File: config.mk
export PLATFORM = sky130hd
export DESIGN_NAME = i2c_slave_rx
export DESIGN_NICKNAME = d
export VERILOG_FILES = /design/src/rtl/i2c_slave_rx.sv
export SDC_FILE = /design/constraint.sdc
export NUM_CORES = 1
export LEC_CHECK = 0
export CORE_MARGIN = 10
export CORE_UTILIZATION = 54
export DETAILED_ROUTE_END_ITERATION = 7
export GPL_TIMING_DRIVEN = 0
export MAX_ROUTING_LAYER = met4
export PLACE_DENSITY = 0.75
export REMOVE_ABC_BUFFERS = 1
export SYNTH_ARGS = -nofsm -noshare
export SYNTH_HDL_FRONTEND = slang
export SYNTH_SLANG_ARGS = --single-unit
export TNS_END_PERCENT = 30
File: constraint.sdc
create_clock -name clk -period 2.3 [get_ports clk]
set_clock_uncertainty 0.2 [all_clocks]
set_input_delay 0.345 -clock clk [delete_from_list [all_inputs] [get_ports clk]]
set_output_delay 0.345 -clock clk [all_outputs]
set_load 0.01 [all_outputs]
File: src/rtl/i2c_slave_rx.sv
// ---------------------------------------------------------------------------
// I2cSlaveRx: write-only I2C target receiver.
//
// Purpose:
//   Watches an I2C bus through double-flop synchronisers, recognises START
//   and STOP, takes in the address byte and acknowledges it when it matches
//   SLAVE_ADDR with the write bit clear. After that it takes in any number of
//   data bytes, acknowledges each one and presents it on rx_data with a
//   one-cycle rx_valid strobe. Any other address (or a read) is ignored until
//   the next START or STOP.
//
// Ports:
//   clk        in   system clock, everything on its rising edge
//   rst_n      in   asynchronous active-low reset
//   scl        in   bus clock from the master (asynchronous to clk)
//   sda_in     in   bus data line as seen on the wire
//   sda_oe     out  1 = pull SDA low (ACK), 0 = release; registered
//   rx_data    out  last received data byte
//   rx_valid   out  one-clk pulse when rx_data updates
//   addr_match out  high from the address ACK until STOP / repeated START
//   busy       out  high between a detected START and a detected STOP
// ---------------------------------------------------------------------------
module i2c_slave_rx #(
    parameter logic [6:0] SLAVE_ADDR = 7'h50
) (
    input  logic       clk,
    input  logic       rst_n,
    input  logic       scl,
    input  logic       sda_in,
    output logic       sda_oe,
    output logic [7:0] rx_data,
    output logic       rx_valid,
    output logic       addr_match,
    output logic       busy
);

    typedef enum logic [2:0] {
        IDLE,
        ADDR,
        ADDR_ACK,
        DATA,
        DATA_ACK,
        IGNORE
    } state_e;

    state_e     state_q;
    logic       sclMeta_q, sclS_q, sclD_q;
    logic       sdaMeta_q, sdaS_q, sdaD_q;
    logic [2:0] bitCnt_q;
    logic [7:0] shift_q;
    logic       byteDone_q;
    logic       sdaOe_q;
    logic [7:0] rxData_q;
    logic       rxValid_q;
    logic       addrMatch_q;
    logic       busy_q;

    logic riseEv, fallEv, startEv, stopEv;

    // Two flops bring each bus line into the clk domain; the third flop keeps
    // the previous synchronised value so edges can be seen. Resetting them to
    // 1 matches an idle bus, so no edge is seen when reset is released.
    always_ff @(posedge clk or negedge rst_n) begin
        if (!rst_n) begin
            sclMeta_q <= 1'b1;
            sclS_q    <= 1'b1;
            sclD_q    <= 1'b1;
            sdaMeta_q <= 1'b1;
            sdaS_q    <= 1'b1;
            sdaD_q    <= 1'b1;
        end else begin
            sclMeta_q <= scl;
            sclS_q    <= sclMeta_q;
            sclD_q    <= sclS_q;
            sdaMeta_q <= sda_in;
            sdaS_q    <= sdaMeta_q;
            sdaD_q    <= sdaS_q;
        end
    end

    // START and STOP are SDA edges while SCL is steadily high.
    assign riseEv  =  sclS_q & ~sclD_q;
    assign fallEv  = ~sclS_q &  sclD_q;
    assign startEv =  sclS_q &  sclD_q & ~sdaS_q &  sdaD_q;
    assign stopEv  =  sclS_q &  sclD_q &  sdaS_q & ~sdaD_q;

    // Protocol FSM. START/STOP are checked first so they win over any SCL
    // edge in the same cycle. A completed byte is flagged by byteDone_q and
    // evaluated one clk later from the full shift register; SCL is at least
    // eight clks per period, so the next SCL edge is still several clks away.
    // In the ACK states the first fall starts driving SDA low and the second
    // fall releases it, so sdaOe_q itself marks which half of the slot we are in.
    always_ff @(posedge clk or negedge rst_n) begin
        if (!rst_n) begin
            state_q     <= IDLE;
            bitCnt_q    <= 3'd7;
            shift_q     <= 8'h00;
            byteDone_q  <= 1'b0;
            sdaOe_q     <= 1'b0;
            rxData_q    <= 8'h00;
            rxValid_q   <= 1'b0;
            addrMatch_q <= 1'b0;
            busy_q      <= 1'b0;
        end else begin
            rxValid_q <= 1'b0;
            if (startEv) begin
                state_q     <= ADDR;
                bitCnt_q    <= 3'd7;
                byteDone_q  <= 1'b0;
                addrMatch_q <= 1'b0;
                busy_q      <= 1'b1;
                sdaOe_q     <= 1'b0;
            end else if (stopEv) begin
                state_q     <= IDLE;
                byteDone_q  <= 1'b0;
                addrMatch_q <= 1'b0;
                busy_q      <= 1'b0;
                sdaOe_q     <= 1'b0;
            end else begin
                unique case (state_q)
                    ADDR, DATA: begin
                        if (byteDone_q) begin
                            byteDone_q <= 1'b0;
                            if (state_q == ADDR) begin
                                if (shift_q[7:1] == SLAVE_ADDR && !shift_q[0]) begin
                                    state_q <= ADDR_ACK;
                                end else begin
                                    state_q <= IGNORE;
                                end
                            end else begin
                                rxData_q  <= shift_q;
                                rxValid_q <= 1'b1;
                                state_q   <= DATA_ACK;
                            end
                        end else if (riseEv) begin
                            shift_q  <= {shift_q[6:0], sdaS_q};
                            bitCnt_q <= bitCnt_q - 3'd1;
                            if (bitCnt_q == 3'd0) begin
                                byteDone_q <= 1'b1;
                            end
                        end
                    end
                    ADDR_ACK, DATA_ACK: begin
                        if (fallEv) begin
                            if (!sdaOe_q) begin
                                sdaOe_q <= 1'b1;
                            end else begin
                                sdaOe_q  <= 1'b0;
                                bitCnt_q <= 3'd7;
                                state_q  <= DATA;
                            end
                        end else if (riseEv && sdaOe_q && state_q == ADDR_ACK) begin
                            addrMatch_q <= 1'b1;
                        end
                    end
                    default: begin
                        // IDLE and IGNORE only leave on START or STOP.
                    end
                endcase
            end
        end
    end

    assign sda_oe     = sdaOe_q;
    assign rx_data    = rxData_q;
    assign rx_valid   = rxValid_q;
    assign addr_match = addrMatch_q;
    assign busy       = busy_q;

endmodule

==> results.tsv <==
metric	value	unit
outcome	finished clean	
setup total negative slack	0	ps
CP max stage delay	620	ps
synth warn	0	
vias per std cell	5.79	
Worst R2R Setup Slack	210	ps
f_max	478	MHz
Setup CP Type	register to register	
Leak	0.770	nW
final setup margin	208	ps
Slew Limit Fails	0	
CTS Buffer Depth	2	
fillcell total	203	
Rel. slew slack	52.4	%
DRT antenna net count	0	
Max IR drop VDD	0.000665	V
ys flop type	dfrtp_1	
Starting Density	58.4	%
clk root buf	clkbuf_4	
DRT iter0 DRCs	86	
initial antenna violation count	0	
H-tree depth	2	
Max-cap violations	0	
Synth async-reset ratio	100	%
r2r worst-path depth	4	
worst path cell trace	xnor2_2 -> nor2_2 -> nor3_4 -> mux2_2	
register area share after synthesis	56.4	%
routed wire length	2.75	mm
gp weighted congestion	0.806	
EDFF count, synth	0	
Core ar.	0.00254	mm2
vias in the first global route	969	
CP startpoint kind	register	
Worst Hold Path EP	sclS_q	
CP Data Arrival Time	2100	ps
CTS sink count	33	
Post-Layout Inst Area	0.00173	mm2
IO Pins	16	
Worst Hold Class	register to register	
Synth cell types	38	
CTS Buf Count	5	
Layout Nets	143	
gr usage total	11.4	%
Clock Pin Slew Worst Setup and Hold Paths	90	ps
final setup fails	0	
global-route wire length before repair	4.62	mm
reg2reg end	rx_data[1]	
final worst path period share	91.0	%
RSZ-0062 raised after global routing	no	
drt first pass iters	4	
GR Overflow Total	0	
Worst setup EP type	register	
die area	0.00525	mm2
largest net degree at the start of global routing	34	
Hold Crit Depth	0	
area delta synth->final	16.4	%
commonest cells after routing, fill and taps aside	dfrtp_1, mux2_2, clkdlybuf4s50_1, inv_1, dfstp_2	
Vias	972	
flops & latches, synth	33	
final design utilization	67.9	%
die height	72.4	um
most common library cell in the layout ignoring fill and taps	dfrtp_1	
reg-to-reg startpoint	sdaS_q	
critical-path maximum fanout	9	
CP Data Required Time	2310	ps
clk_lat worst skew	330	ps
synthesized area	0.00149	mm2
min cycle time layout	2090	ps
Post-DP Area	0.00164	mm2
die width	72.4	um
hold path startpoint	sclMeta_q	
number of port buffers	15	
row count	18	
Syn Inst Count	118	
n_diodes	0	
Critical-path top delay cell	dfstp_2	
CTS tree	done	
syn avg cell area	12.6	um2
share of cells above drive strength 1	27.5	%
DP Worst Slack	58.6	ps
final hold violation count	0	
number of remaining DRC errors	0	
Final HPWL DP	1.89	mm
post_cts resized	0	
Tightest Pin Transition	715	ps
Pwr Density	839	mW/mm2
Avg WL per Cell	16.3	um
worst max-delay path: cells and delay by family, from the launching register on:
kind,cells,cell delay (ps)
XOR/XNOR,1,190
flip-flops,1,620
multiplexers,1,390
AND/OR/NAND/NOR,2,570
worst max-delay path by stage:
stage,startpoint,to,slack [ps],cells after the start
finish,sdaS_q,rx_data[1],210,4
global placement,sclS_q,shift_q[3],100,3
detailed placement,rst_n,rx_data[5],60,1
floorplan,sclS_q,shift_q[0],310,3
global route,sdaS_q,rx_data[1],120,4
CTS,sclS_q,bitCnt_q[2],50,4
per-stage QoR:
stage | instances | power (mW) | hold WS (ps)
final | 168 | 1.45 | 160
after global routing | 168 | 1.55 | 168
after CTS | 166 | 1.45 | 162
after detailed placement | 158 | 1.10 | 147
after global placement | 158 | 1.08 | 146
after floorplan | 113 | 0.995 | -151
cell usage after synthesis (2+ instances only):
cell / number / area share (%)
dfrtp_1: 24 / 40
a21oi_1: 4 / 1.3
inv_1: 9 / 2.3
o21bai_1: 2 / 1.0
nor3_1: 2 / 0.67
dfstp_2: 9 / 16
o21ai_0: 5 / 1.7
mux2i_1: 3 / 2.0
buf_2: 4 / 1.3
nor2_1: 5 / 1.3
a211oi_1: 2 / 1.0
mux2_2: 16 / 12
nand2_1: 3 / 0.76
o22ai_1: 5 / 2.1
ha_1: 2 / 1.7
area by class of cell:
class,instances,area (um2),area share [%]
sequential,33,837,48.4
multi-input combinational,71,583,33.7
timing repair buffer,17,175,10.1
clock buffer,7,55.1,3.18
tap,30,37.5,2.17
inverter,9,33.8,1.95
clock inverter,1,7.51,0.434
state kept, by name, indices dropped and copies added (netlist names):
| name | flops |
|---|---|
| bitCnt_q | 3 |
| state_q | 3 |
| byteDone_q | 1 |
| sdaS_q | 1 |
| sclD_q | 1 |
| sdaD_q | 1 |
| rx_valid | 1 |
| addr_match | 1 |
| sclMeta_q | 1 |
| busy | 1 |
| shift_q | 8 |
| sda_oe | 1 |
| sclS_q | 1 |
| sdaMeta_q | 1 |
| rx_data | 8 |
where the power goes:
part	total, mW	internal (mW)	switching, mW	leakage [nW]
Combinational	0.329	0.153	0.176	0.319
Clock	0.345	0.150	0.195	0.0315
Sequential	0.777	0.686	0.0918	0.420
per-layer routing:
| metal | vias up | GRT usage, % | share of wire (%) |
|---|---|---|---|
| met2 | 21 | 17.1 | 49 |
| met1 | 479 | 13.6 | 43 |
| met5 | - | - | 0 |
| li1 | 465 | - | - |
| met4 | 0 | 4.22 | 1.9 |
| met3 | 7 | 4.22 | 5.1 |
logic make-up after synthesis:
logic type               share of synthesized area (%)
flip-flops                                        56.4
buffers and inverters                             4.38
AO/OA/AOI/OAI                                     13.2
XOR/XNOR                                          1.69
adder cells (fa/ha/maj)                           1.68
AND/OR/NAND/NOR                                   8.51
multiplexers                                      14.2
timing repair:
item	4_1_cts	5_1_grt
hold buffers	0	1
setup endpoints to repair	0	12
endpoints found under the hold margin	0	24
setup buffers	0	1
(Power assumes the default switching activity.)
==> edit, RTL diff (same flow settings) <==
Put one more register stage on the output `rx_data`, with the module's reset. The value now appears one clock later. The other outputs are not delayed to match.
--- a/src/rtl/i2c_slave_rx.sv
+++ b/src/rtl/i2c_slave_rx.sv
@@ -162,7 +162,13 @@
     end
 
     assign sda_oe     = sdaOe_q;
-    assign rx_data    = rxData_q;
+    always_ff @(posedge clk or negedge rst_n) begin
+        if (!rst_n) begin
+            rx_data <= '0;
+        end else begin
+            rx_data <= rxData_q;
+        end
+    end
     assign rx_valid   = rxValid_q;
     assign addr_match = addrMatch_q;
     assign busy       = busy_q;
Function: same outputs for any inputs over 10 cycles, from zero or initial values and one cycle with rst_n low; that may be too few to reach the edited logic, so the function may still have changed.
==> edit against the original RTL <==
- sequential cell count increased by 8
- combinational power increased by 4%
- routed wire length decreased by 1.9%
- design area increased by 12%
- setup slack improved by 99 ps
- area after synthesis increased by 12%
- die area increased by 8.6%
- total power increased by 26%
==> edit: results (changes against the original RTL) <==
STA
  • Max-slew headroom: 0.428 (-0.0959)

Cells and area
  • Diodes inserted: 0 (unchanged)
  • # fillers: 228 (+12%)
  • Nets: 147 (+2.8%)
  • Fraction of layout cells with a size suffix above 1: 0.190 (-0.0852)

Pwr
  • Leak pwr: 0.881 nW (+14%)
  • Max VDD drop: 664 µV (-0.24%)

Clock network
  • Worst skew pair latency: 350 ps (+20 ps)
  • CTS Buffer Depth: 2 (unchanged)
  • Clk slew on worst S/H paths: 130 ps (+40 ps)
  • Hold-fix buffers, CTS: 1 (+1)

Placement
  • Placer Congestion: 0.907 (+13%)
  • I/O Buffers: 15 (unchanged)
  • Dpl ws: 327 ps (+268 ps)
  • Post-detail-place hpwl: 1830 µm (-2.9%)

Setup path
  • Delay-heaviest family, CP: simple AND/OR/NAND/NOR gates
  • Worst Path Max Fanout: 15 (+6)
  • Worst path arrival time: 2030 ps (-70 ps)
  • CP peak stage delay: 560 ps (-60 ps)
  • Crit-path slowest cell: dfrtp_1

Drt
  • DRC violation total after the first TritonRoute iteration: 35 (-59%)
  • Routed met2 length: 1310 µm (-3.8%)
  • Met3 Routed Length: 111 µm (-21%)
  • Vias per cell: 5.74 (-0.84%)
  • Final wirelength: 2690 µm (-1.9%)
  • M1 WL: 1240 µm (+4.2%)

Yosys
  • Top cells by count, synth: dfrtp_1, mux2_1, dfstp_2
  • Area share of the largest cell type after synthesis: 0.481 (+0.0768)
  • Top cells by area, synth: dfrtp_1, dfstp_2, mux2_1, nand2_1, ha_1
  • Register area share after synthesis: 0.623 (+0.0597)
  • Cell variety after synth: 42 (+11%)
  • Post-synthesis adder-cell area fraction: 0.0150 (-0.00181)
  • Post-synthesis mux area share: 0.108 (-0.0333)
  • Synth Area in XOR/XNOR: 0.0105 (-0.00632)
  • Post-synthesis compound-gate area fraction: 0.0970 (-0.0353)

Global routing
  • M3 GR Usage: 0.0469 (+0.00470)
  • GRT Util Overall: 0.114 (about the same)
  • Vias in the first global route: 1029 (+6.2%)
  • Largest net degree at the start of global routing: 42 (+24%)
  • Grt met2 use: 0.169 (-0.00201)
  • Met1 usage: 0.131 (-0.00551)
  • First-pass GRT wire length: 4690 µm (+1.5%)

Status
  • Outcome: finished, final reports clean
[edit: cell count changes after synthesis, sizes merged, moves of 2 or more]
cell | before | now
o22ai | 5 | 1
nand2 | 3 | 7
o21bai | 2 | 0
nand4b | 0 | 2
dfrtp | 24 | 32
buf | 5 | 2
nand3b | 0 | 2
inv | 9 | 4
mux2i | 3 | 0
[edit: worst reg2reg max path: cells and delay by family, from the launching register on]
kind	cells	cell delay [ps]
muxes	1	380
DFF	1	560
and+or+nand+nor	2	730
[edit: worst paths after layout]
| kind | startpoint | to | slack (ps) | cells after the start |
|---|---|---|---|---|
| worst max-delay path | state_q[0] | shift_q[4] | 310 | 3 |
| worst min-delay path | sdaMeta_q | sdaS_q | 160 | 0 |
| min in group asynchronous | rst_n | state_q[1] | 420 | 2 |
| worst min register to register | sdaMeta_q | sdaS_q | 160 | 0 |
| worst max register to register | state_q[0] | shift_q[4] | 310 | 3 |
| max in group asynchronous | rst_n | shift_q[4] | 930 | 2 |
[edit: cell type report]
type,instances,area share
well taps,33,0.0214
repair buffers,16,0.0805
inverters,4,0.00779
clock inverters,2,0.0195
flip-flops and latches,41,0.538
clock buffers,6,0.0266
multi-input cells,73,0.306
[edit: kinds of logic after synthesis]
kind of cell | Yosys count
AOI/OAI and AO/OA | 21
buffers and inverters | 7
adders and majority gates | 2
muxes | 16
xor gates and xnor gates | 2
DFF | 41
and+or+nand+nor | 32
[edit: per-stage QoR]
step                setup TNS (ps)  std cells  cell area (µm²)
floorplan                        0        118             1640
global placement             -7020        166             1830
detailed placement               0        166             1830
CTS                              0        175             1930
global route                     0        175             1930
finish                           0        175             1930
[edit: where the power goes]
part           switching (mW)  total, mW  internal (mW)
logic                   0.169      0.342          0.173
registers               0.128      0.991          0.863
clock network           0.233      0.491          0.258
total                   0.530       1.82           1.29
